File: src/rtl/uart_rx_fifo.sv
// UART receive FWFT byte FIFO with sticky overrun flag.
// Define UART_RX_FIFO_DROP_OLDEST_EN to keep the newest byte on overrun.
module uart_rx_fifo #(
  parameter int DATA_BITS = 8,
  parameter int ADDR_BITS = 4
) (
  input  logic                 clk,
  input  logic                 rst,
  input  logic [DATA_BITS-1:0] in_data,
  input  logic                 in_valid,
  output logic [DATA_BITS-1:0] out_data,
  output logic                 out_valid,
  input  logic                 out_ready,
  output logic [ADDR_BITS:0]   count,
  output logic                 full,
  output logic                 overrun,
  input  logic                 overrun_clr
);

  localparam int DEPTH = 1 << ADDR_BITS;
  localparam logic [ADDR_BITS:0] CNT_FULL =
    (ADDR_BITS+1)'(DEPTH);

  logic [DATA_BITS-1:0] mem [DEPTH];
  logic [ADDR_BITS-1:0] wr_ptr;
  logic [ADDR_BITS-1:0] rd_ptr;
  logic [ADDR_BITS:0]   cnt;
  logic                 ovr;

  logic pop;
  logic push;
  logic ovr_ev;
  logic wr_en;
  logic rd_adv;

  assign out_valid = (cnt != '0);
  assign full      = (cnt == CNT_FULL);
  assign out_data  = mem[rd_ptr];
  assign count     = cnt;
  assign overrun   = ovr;

  assign pop    = out_valid && out_ready;
  assign push   = in_valid && (!full || pop);
  assign ovr_ev = in_valid && full && !pop;

`ifdef UART_RX_FIFO_DROP_OLDEST_EN
  // Overrun evicts the head so the newest byte is kept.
  assign wr_en  = push || ovr_ev;
  assign rd_adv = pop || ovr_ev;
`else
  assign wr_en  = push;
  assign rd_adv = pop;
`endif

  always_ff @(posedge clk or posedge rst) begin
    if (rst) begin
      for (int i = 0; i < DEPTH; i++) begin
        mem[i] <= '0;
      end
    end else if (wr_en) begin
      mem[wr_ptr] <= in_data;
    end
  end

  always_ff @(posedge clk or posedge rst) begin
    if (rst) begin
      wr_ptr <= '0;
      rd_ptr <= '0;
    end else begin
      if (wr_en) begin
        wr_ptr <= wr_ptr + ADDR_BITS'(1);
      end
      if (rd_adv) begin
        rd_ptr <= rd_ptr + ADDR_BITS'(1);
      end
    end
  end

  always_ff @(posedge clk or posedge rst) begin
    if (rst) begin
      cnt <= '0;
    end else if (push && !pop) begin
      cnt <= cnt + (ADDR_BITS+1)'(1);
    end else if (pop && !push) begin
      cnt <= cnt - (ADDR_BITS+1)'(1);
    end
  end

  // A fresh overrun wins over a simultaneous clear.
  always_ff @(posedge clk or posedge rst) begin
    if (rst) begin
      ovr <= 1'b0;
    end else if (ovr_ev) begin
      ovr <= 1'b1;
    end else if (overrun_clr) begin
      ovr <= 1'b0;
    end
  end

endmodule

File: config.mk
export PLATFORM = sky130hd
export DESIGN_NAME = uart_rx_fifo
export DESIGN_NICKNAME = d
export VERILOG_FILES = /design/src/rtl/uart_rx_fifo.sv
export SDC_FILE = /design/constraint.sdc
export NUM_CORES = 1
export LEC_CHECK = 0
export CORE_MARGIN = 5
export CORE_UTILIZATION = 60
export CTS_CLUSTER_SIZE = 8
export DETAILED_ROUTE_END_ITERATION = 8
export PLACE_DENSITY_LB_ADDON = 0.08
export SYNTH_ARGS = -nofsm -noshare
export SYNTH_HDL_FRONTEND = slang
export SYNTH_SLANG_ARGS = --single-unit
File: constraint.sdc
create_clock -name clk -period 13.4 [get_ports clk]
set_clock_uncertainty 0.1 [all_clocks]
set_input_delay 1.34 -clock clk [delete_from_list [all_inputs] [get_ports clk]]
set_output_delay 1.34 -clock clk [all_outputs]
set_load 0.005 [all_outputs]
==> results of run 1 <==
[registers in the layout, summed over array words and instances, names as in the netlist]
| signal | flops |
|---|---|
| count | 5 |
| mem | 128 |
| overrun | 1 |
| rd_ptr | 4 |
| wr_ptr | 4 |
[path summary, 6_finish.rpt]
| check | depth (start not counted) | to | startpoint |
|---|---|---|---|
| max in group asynchronous | 3 | rd_ptr[0] | rst |
| worst min register to register | 1 | mem[20] | mem[20] |
| min in group asynchronous | 2 | mem[80] | rst |
| worst min-delay path | 1 | mem[20] | mem[20] |
| worst max register to register | 10 | count[4] | count[0] |
| worst max-delay path | 5 | out_data[7] | rd_ptr[0] |
[metrics by stage]
stage / worst slack, ns / power (mW) / cells / utilization, % / area [sq um]
6_report: 8.75 / 1.98 / 613 / 70.0 / 7550
4_1_cts: 8.69 / 2.00 / 613 / 70.0 / 7550
3_3_place_gp: 9.13 / 1.50 / 581 / 64.6 / 6970
3_5_place_dp: 8.99 / 1.53 / 581 / 64.6 / 6970
5_1_grt: 8.52 / 2.11 / 613 / 70.0 / 7550
2_1_floorplan: 8.15 / 1.30 / 435 / - / 6590
[kinds of logic after synthesis]
logic type / after synthesis / synth area share [%]
adders and majority gates: 10 / 2.01
DFF: 142 / 54.0
xor gates and xnor gates: 9 / 1.20
and+or+nand+nor: 46 / 3.80
AOI/OAI and AO/OA: 34 / 3.95
buffers and inverters: 32 / 1.90
muxes: 162 / 33.2
[cell usage in the layout (no fill, tap or decap), drive strengths merged]
cell type	count
dfrtp	142
mux2	130
mux4	32
clkdlybuf4s50	28
clkbuf	22
a22oi	16
nor2	16
nand2	14
ha	9
xnor2	7
inv	7
nor3	5
clkinv	5
o21ai	4
nand2b	4
o211ai	4
a21oi	3
clkinvlp	3
buf	3
a21o	2
xor2	2
o21a	2
nor2b	2
nand4	2
bufinv	2
or4	1
and2	1
a2111oi	1
a31oi	1
nor4	1
a221o	1
fa	1
[power by group through the flow]
stage / Sequential [mW] / Combinational [mW] / Clock (mW)
3_3_place_gp: 0.774 / 0.723 / 0
4_1_cts: 0.782 / 0.750 / 0.469
2_1_floorplan: 0.723 / 0.574 / 0
5_1_grt: 0.810 / 0.810 / 0.491
3_5_place_dp: 0.787 / 0.745 / 0
6_report: 0.782 / 0.738 / 0.460
[cell type report]
type | count | area [sq um] | area share (%)
Inverter | 7 | 31.3 | 0.414
Sequential cell | 142 | 3550 | 47.1
Tap cell | 140 | 175 | 2.32
Clock buffer | 22 | 473 | 6.26
Clock inverter | 10 | 111 | 1.47
Multi-Input combinational cell | 261 | 2910 | 38.5
Timing Repair Buffer | 31 | 303 | 4.01
[worst max-delay path, stage by stage, from the launching register on]
cell             delay (ns)
dfrtp_2                0.65
buf_4                  0.49
mux4_2                 0.57
a22oi_1                0.35
nand2_1                0.12
clkdlybuf4s50_1        0.47
[synth_stat cells]
| library cell | count |
|---|---|
| a22oi_1 | 16 |
| a2111oi_0 | 1 |
| a21o_1 | 2 |
| mux4_2 | 32 |
| buf_2 | 4 |
| mux2_2 | 123 |
| ha_1 | 9 |
| nand4_1 | 2 |
| o21ai_0 | 4 |
| o211ai_2 | 4 |
| inv_1 | 7 |
| or4_1 | 1 |
| nand2_1 | 14 |
| xor2_1 | 2 |
| nand2b_1 | 4 |
| nor3_2 | 4 |
| and2_1 | 1 |
| a21oi_1 | 3 |
| buf_1 | 2 |
| a31oi_1 | 1 |
| dfrtp_1 | 142 |
| nor3_1 | 1 |
| clkbuf_1 | 19 |
| fa_1 | 1 |
| xnor2_1 | 7 |
| nor2_2 | 9 |
| mux2_1 | 7 |
| o21a_1 | 2 |
| nor2_1 | 7 |
| a221o_1 | 1 |
| nor2b_1 | 2 |
| nor4_1 | 1 |
[metal layers]
metal / part of all wire (%) / wire [um] / global-route usage, %
met3: 4.1 / 568 / 5.95
met4: 1.3 / 183 / 6.65
met5: 0 / 0 / 0
met2: 49 / 6790 / 37.0
met1: 45 / 6180 / 32.9
==> impl_metrics.toml, run 1 <==
[placement]
place_congestion = 0.740
dp_hpwl_um = 8660
port_buffers = 28

[clocking]
cts_tree = "done"
hold_buffers = 0
clk_latency_ns = 0.53
clock_sinks = 142
htreeDepth = 4
clk_pin_slew_ns = 0.06
cts_setup_buffers = 0
cts_buffers = 17
cts_root_buf = "clkbuf_8"
ctsResizeCount = 0
clockBufferDepth = 2

[setup_path]
critPathLaunchType = "register"
crit_fanout = 22
cp.arrival_ns = 3.21
endpoint_kind = "primary output"
cp.required_ns = 11.96
r2r_slack_ns = 9.80
crit_type = "reg2out"

[drt]
firstDrtPassIters = 5
drc = 0
ant_nets = 0
first_iter_violations = 278
vias_per_cell = 6.10
num_vias = 3742
wl_um = 13700
avgRoutedWirePerCell_um = 22.4

[die]
initial_utilization_pct = 61.0
io_pins = 29
die_w_um = 115
row_count = 38
die_y_um = 115
die_area_sq_um = 13200
coreArea_sq_um = 10800

[timing]
max_freq_ghz = 0.215
setup-tns-final_ns = 0
slew_viol_final = 0
finalCriticalPeriod_ns = 4.65
rsz0062_at_grt = "false"
finalCritPeriodShare_pct = 34.7
timing.slew.headroom_pct = 39.1
hold_violations = 0
setup_viol = 0
whs_ns = 0.384
tightestPinTransition_ns = 0.913

[global_routing]
grt_start_max_net_pins = 74
grt_usage_pct = 23.5
antenna_found_initial = 0
grt_pass1_vias = 4043
grt_pass1_wl_um = 22800
overflow = 0

[pwr]
ir_drop_uv = 127
seqPwrFrac_pct = 39.5
p_leak_nw = 3.20
switching_share_pct = 30.7
net-switching-power_mw = 0.607
power.density_nw_per_um2 = 262
p_comb_share_pct = 37.3
clockPowerShare_pct = 23.3
intPower_mw = 1.37

[finish]
fillers = 752
antenna_cells = 0
drive_gt1_share_pct = 44.0
area_delta_synth_final_pct = 14.7
layout.nets = 483

[synth]
synthesis.nets = 458
synth_top_area_share_pct = 54.0
synthCells = 435
synth-seq-cells = 142
syn_area_per_cell_sq_um = 15.1
synth.largest_area_cell = "dfrtp_1"
ys_seq_area_share_pct = 54.0
synth_area_leaders = "dfrtp_1 54%, mux2_2 21%, mux4_2 11%"
ys_warn_count = 0
synth_cell_type_count = 32
syn_area_sq_um = 6590

[min_path]
hold_path.class = "reg2reg"

[run_status]
status = "completed"

[flow_run]
maxCapViolCount = 0
Power figures use the tool's default switching activity.
==> inputs of run 2 (changes only) <==
--- a/config.mk
+++ b/config.mk
@@ -6,7 +6,7 @@
 export NUM_CORES = 1
 export LEC_CHECK = 0
 export CORE_MARGIN = 5
-export CORE_UTILIZATION = 60
+export CORE_UTILIZATION = 55
 export CTS_CLUSTER_SIZE = 8
 export DETAILED_ROUTE_END_ITERATION = 8
 export PLACE_DENSITY_LB_ADDON = 0.08
==> constraint.sdc (replaced) <==
create_clock -name clk -period 4.1 [get_ports clk]
set_clock_uncertainty 0.1 [all_clocks]
set_input_delay 0.41 -clock clk [delete_from_list [all_inputs] [get_ports clk]]
set_output_delay 0.41 -clock clk [all_outputs]
set_load 0.005 [all_outputs]
==> impl_metrics.toml, run 2 (synthesized netlist as in run 1, its figures left out) <==
[pwr]
p_leak_nw = 3.23
seqPwrFrac_pct = 39.1
clockPowerShare_pct = 24.0
intPower_mw = 4.58
switching_share_pct = 29.6
total_power_mw = 6.51
ir_drop_uv = 422
p_comb_share_pct = 36.9
power.density_nw_per_um2 = 856
net-switching-power_mw = 1.93

[clocking]
clk_pin_slew_ns = 0.06
clk_latency_ns = 0.42
clockBufferDepth = 2
clock_sinks = 142
cts_tree = "done"
ctsResizeCount = 0
cts_setup_buffers = 0
htreeDepth = 4
cts_buffers = 17
hold_buffers = 0
cts_root_buf = "clkbuf_16"

[die]
row_count = 40
initial_utilization_pct = 55.5
io_pins = 29
die_y_um = 119
die_area_sq_um = 14300
coreArea_sq_um = 11900
die_w_um = 119

[finish]
layout.nets = 484
area_delta_synth_final_pct = 15.5
mostFrequentLayoutCell = "dfrtp_1"
final_util_pct = 64.1
largest_reg_flops = 128
final_cell_mix = "141 x dfrtp_1, 123 x mux2_2, 32 x mux4_2, 28 x clkdlybuf4s50_1, 17 x clkbuf_16"
fillers = 884
design_area_sq_um = 7610
regArea_sq_um = 3550
drive_gt1_share_pct = 43.6
top_register = "mem"
fin_cells = 619
antenna_cells = 0
multi_input_area_sq_um = 2910

[timing]
timing.slew.headroom_pct = 35.9
rsz0062_at_grt = "false"
slew_viol_final = 0
whs_ns = 0.382
setup_ws_ns = 0.573
finalCritPeriodShare_pct = 86.0
max_freq_ghz = 0.284
finalCriticalPeriod_ns = 3.53
setup-tns-final_ns = 0
setup_viol = 0
tightestPinTransition_ns = 0.960
hold_violations = 0

[setup_path]
crit_family = "compound AO/OA/AOI/OAI gates"
cpPeakStageDelay_ns = 0.72
crit_fanout = 9
r2r_slack_ns = 0.57
cp_slowest_cell = "or4_1"
r2r-start = "count[0]"
critical_path_depth = 10
worstRegToRegCells = 10
critical_path.startpoint = "count[0]"
crit_type = "reg2reg"
cp.arrival_ns = 3.73
critPathLaunchType = "register"
endpoint = "count[4]"
r2r-end = "count[4]"
cp.required_ns = 4.30
worst-path-buf-inv = 2
crit_top_cell = "inv_1"
endpoint_kind = "register"
crit_chain = "or4_1 -> o21a_1 -> inv_1 -> ha_1 -> inv_1 -> fa_1 -> a21o_1 -> a2111oi_0 -> a31oi_1 -> a221o_1"

[placement]
place_area_sq_um = 7010
place_ws_ns = 0.575
port_buffers = 28
dp_hpwl_um = 8630
place_congestion = 0.726
dp_cells = 589

[global_routing]
grt_usage_pct = 20.3
grt_start_max_net_pins = 72
overflow = 0
grt_pass1_wl_um = 22000
antenna_found_initial = 0
grt_pass1_vias = 4020

[drt]
num_vias = 3684
firstDrtPassIters = 4
avgRoutedWirePerCell_um = 21.0
wl_um = 13000
first_iter_violations = 256
drc = 0
ant_nets = 0
vias_per_cell = 5.95

[flow_run]
maxCapViolCount = 0

[run_status]
status = "completed"

[min_path]
hold_path.class = "reg2reg"
## run 2: how the worst min path moves through the flow
stage	from	to	depth (start not counted)
floorplan	mem[11]	mem[11]	1
global placement	mem[11]	mem[11]	1
detailed placement	mem[11]	mem[11]	1
CTS	mem[19]	mem[19]	1
global route	mem[11]	mem[11]	1
finish	mem[18]	mem[18]	1
## run 2: area by class of cell
type	count	area share, %
clock inverter	7	1.45
multi-input combinational	261	38.2
timing repair buffer	32	4.41
tap	147	2.42
clock buffer	23	6.41
sequential	142	46.7
inverter	7	0.395
## run 2: metal layers
| layer | wire, um | vias to the layer above | GRT usage, % |
|---|---|---|---|
| met5 | 0 | - | 0 |
| met4 | 102 | 0 | 6.01 |
| met3 | 456 | 9 | 5.98 |
| met2 | 6220 | 52 | 31.2 |
| met1 | 6210 | 1962 | 28.2 |
| li1 | - | 1661 | - |
## run 2: power by group through the flow
stage	clock network, mW	logic [mW]	registers [mW]
5_1_grt	1.65	2.63	2.65
3_3_place_gp	0	2.39	2.53
6_report	1.56	2.40	2.55
4_1_cts	1.59	2.44	2.56
2_1_floorplan	0	1.88	2.36
3_5_place_dp	0	2.43	2.58
==> inputs of run 3 (changes only) <==
--- a/config.mk
+++ b/config.mk
@@ -6,10 +6,11 @@
 export NUM_CORES = 1
 export LEC_CHECK = 0
 export CORE_MARGIN = 5
-export CORE_UTILIZATION = 55
+export CORE_UTILIZATION = 60
 export CTS_CLUSTER_SIZE = 8
 export DETAILED_ROUTE_END_ITERATION = 8
 export PLACE_DENSITY_LB_ADDON = 0.08
+export SLEW_MARGIN = 20
 export SYNTH_ARGS = -nofsm -noshare
 export SYNTH_HDL_FRONTEND = slang
 export SYNTH_SLANG_ARGS = --single-unit
==> constraint.sdc (replaced) <==
create_clock -name clk -period 4.48 [get_ports clk]
set_clock_uncertainty 0.1 [all_clocks]
set_input_delay 0.448 -clock clk [delete_from_list [all_inputs] [get_ports clk]]
set_output_delay 0.448 -clock clk [all_outputs]
set_load 0.005 [all_outputs]
==> impl_metrics.toml, run 3 (synthesized netlist as in run 1, its figures left out) <==
[run_status]
status = "completed"

[die]
initial_utilization_pct = 61.0
io_pins = 29
coreArea_sq_um = 10800
die_area_sq_um = 13200
die_y_um = 115
die_w_um = 115
row_count = 38

[timing]
rsz0062_at_grt = "false"
setup_viol = 0
setup-tns-final_ns = 0
slew_viol_final = 0
hold_violations = 0
timing.slew.headroom_pct = 38.1
tightestPinTransition_ns = 0.925
finalCritPeriodShare_pct = 79.2
finalCriticalPeriod_ns = 3.55
max_freq_ghz = 0.282

[setup_path]
cp.arrival_ns = 3.00
r2r-start = "count[0]"
endpoint_kind = "primary output"
critPathLaunchType = "register"
r2r-end = "count[4]"
crit_fanout = 23
crit_type = "reg2out"
worstRegToRegCells = 10
cp.required_ns = 3.93
r2r_slack_ns = 0.94

[finish]
final_cell_mix = "141 x dfrtp_1, 123 x mux2_2, 32 x mux4_2, 28 x clkdlybuf4s50_1"
top_register = "mem"
layout.nets = 484
largest_reg_flops = 128
area_delta_synth_final_pct = 15.0
antenna_cells = 0
mostFrequentLayoutCell = "dfrtp_1"
drive_gt1_share_pct = 43.6
design_area_sq_um = 7580

[global_routing]
antenna_found_initial = 0
grt_usage_pct = 22.7
grt_start_max_net_pins = 115
overflow = 0
grt_pass1_vias = 4089
grt_pass1_wl_um = 22200

[clocking]
htreeDepth = 4
cts_buffers = 17
clk_pin_slew_ns = 0.06
clockBufferDepth = 2
cts_setup_buffers = 0
hold_buffers = 0
clk_latency_ns = 0.53
clock_sinks = 142
cts_root_buf = "clkbuf_8"
cts_tree = "done"
ctsResizeCount = 0

[placement]
place_area_sq_um = 6990
dp_hpwl_um = 8650
port_buffers = 28
place_congestion = 0.806

[drt]
ant_nets = 0
first_iter_violations = 214
firstDrtPassIters = 4
wl_um = 13400
num_vias = 3756
vias_per_cell = 6.14
drc = 0
avgRoutedWirePerCell_um = 22.0

[pwr]
power.density_nw_per_um2 = 786
p_comb_share_pct = 37.0
ir_drop_uv = 488
intPower_mw = 4.15
switching_share_pct = 30.3
clockPowerShare_pct = 23.1
p_leak_nw = 3.22
seqPwrFrac_pct = 39.9
net-switching-power_mw = 1.80

[flow_run]
maxCapViolCount = 0

[min_path]
hold_path.class = "in2async"
==> run 3: critical path: stages, from the launching register on <==
cell	delay (ns)
dfrtp_2	0.85
buf_4	0.34
mux4_2	0.53
a22oi_1	0.19
nand2_1	0.09
clkdlybuf4s50_1	0.47
==> run 3: worst max path at each step <==
stage               startpoint          end  slack [ns]  cells past startpoint
finish               rd_ptr[0]  out_data[3]        0.93                      5
global route         rd_ptr[0]  out_data[0]        0.72                      5
CTS                  rd_ptr[0]  out_data[5]        0.86                      5
detailed placement    count[0]     count[4]        0.96                     10
global placement      count[0]     count[4]        1.08                     10
floorplan                  rst     count[0]        0.12                      1
==> run 3: cell type report <==
cell class	instances	area (sq um)
fillers	712	3220
inverters	7	33.8
well taps	140	175
clock buffers	25	504
repair buffers	32	323
flip-flops and latches	142	3550
multi-input cells	261	2910
clock inverters	5	78.8
==> run 3: through the flow <==
step / power, mW / util [%] / setup slack [ns] / std cells / hold WS (ns)
2_1_floorplan: 3.88 / - / 0.122 / 435 / 0.352
3_3_place_gp: 4.50 / 64.8 / 1.08 / 582 / 0.364
3_5_place_dp: 4.60 / 64.8 / 0.961 / 582 / 0.373
4_1_cts: 6.01 / 70.2 / 0.860 / 612 / 0.384
5_1_grt: 6.32 / 70.2 / 0.722 / 612 / 0.408
6_report: 5.96 / 70.2 / 0.930 / 612 / 0.383
==> run 3: routing by layer <==
metal	GRT usage, %	part of all wire, %	up-vias
met1	30.6	45	1988
li1	-	-	1663
met2	36.4	50	77
met4	6.65	1.6	0
met5	0	0	-
met3	6.53	3.3	28
==> run 3: power by group through the flow <==
stage	clock [mW]	sequential, mW	combinational (mW)
4_1_cts	1.40	2.38	2.23
5_1_grt	1.46	2.47	2.39
6_report	1.38	2.38	2.20
3_5_place_dp	0	2.39	2.21
3_3_place_gp	0	2.35	2.15
2_1_floorplan	0	2.16	1.72
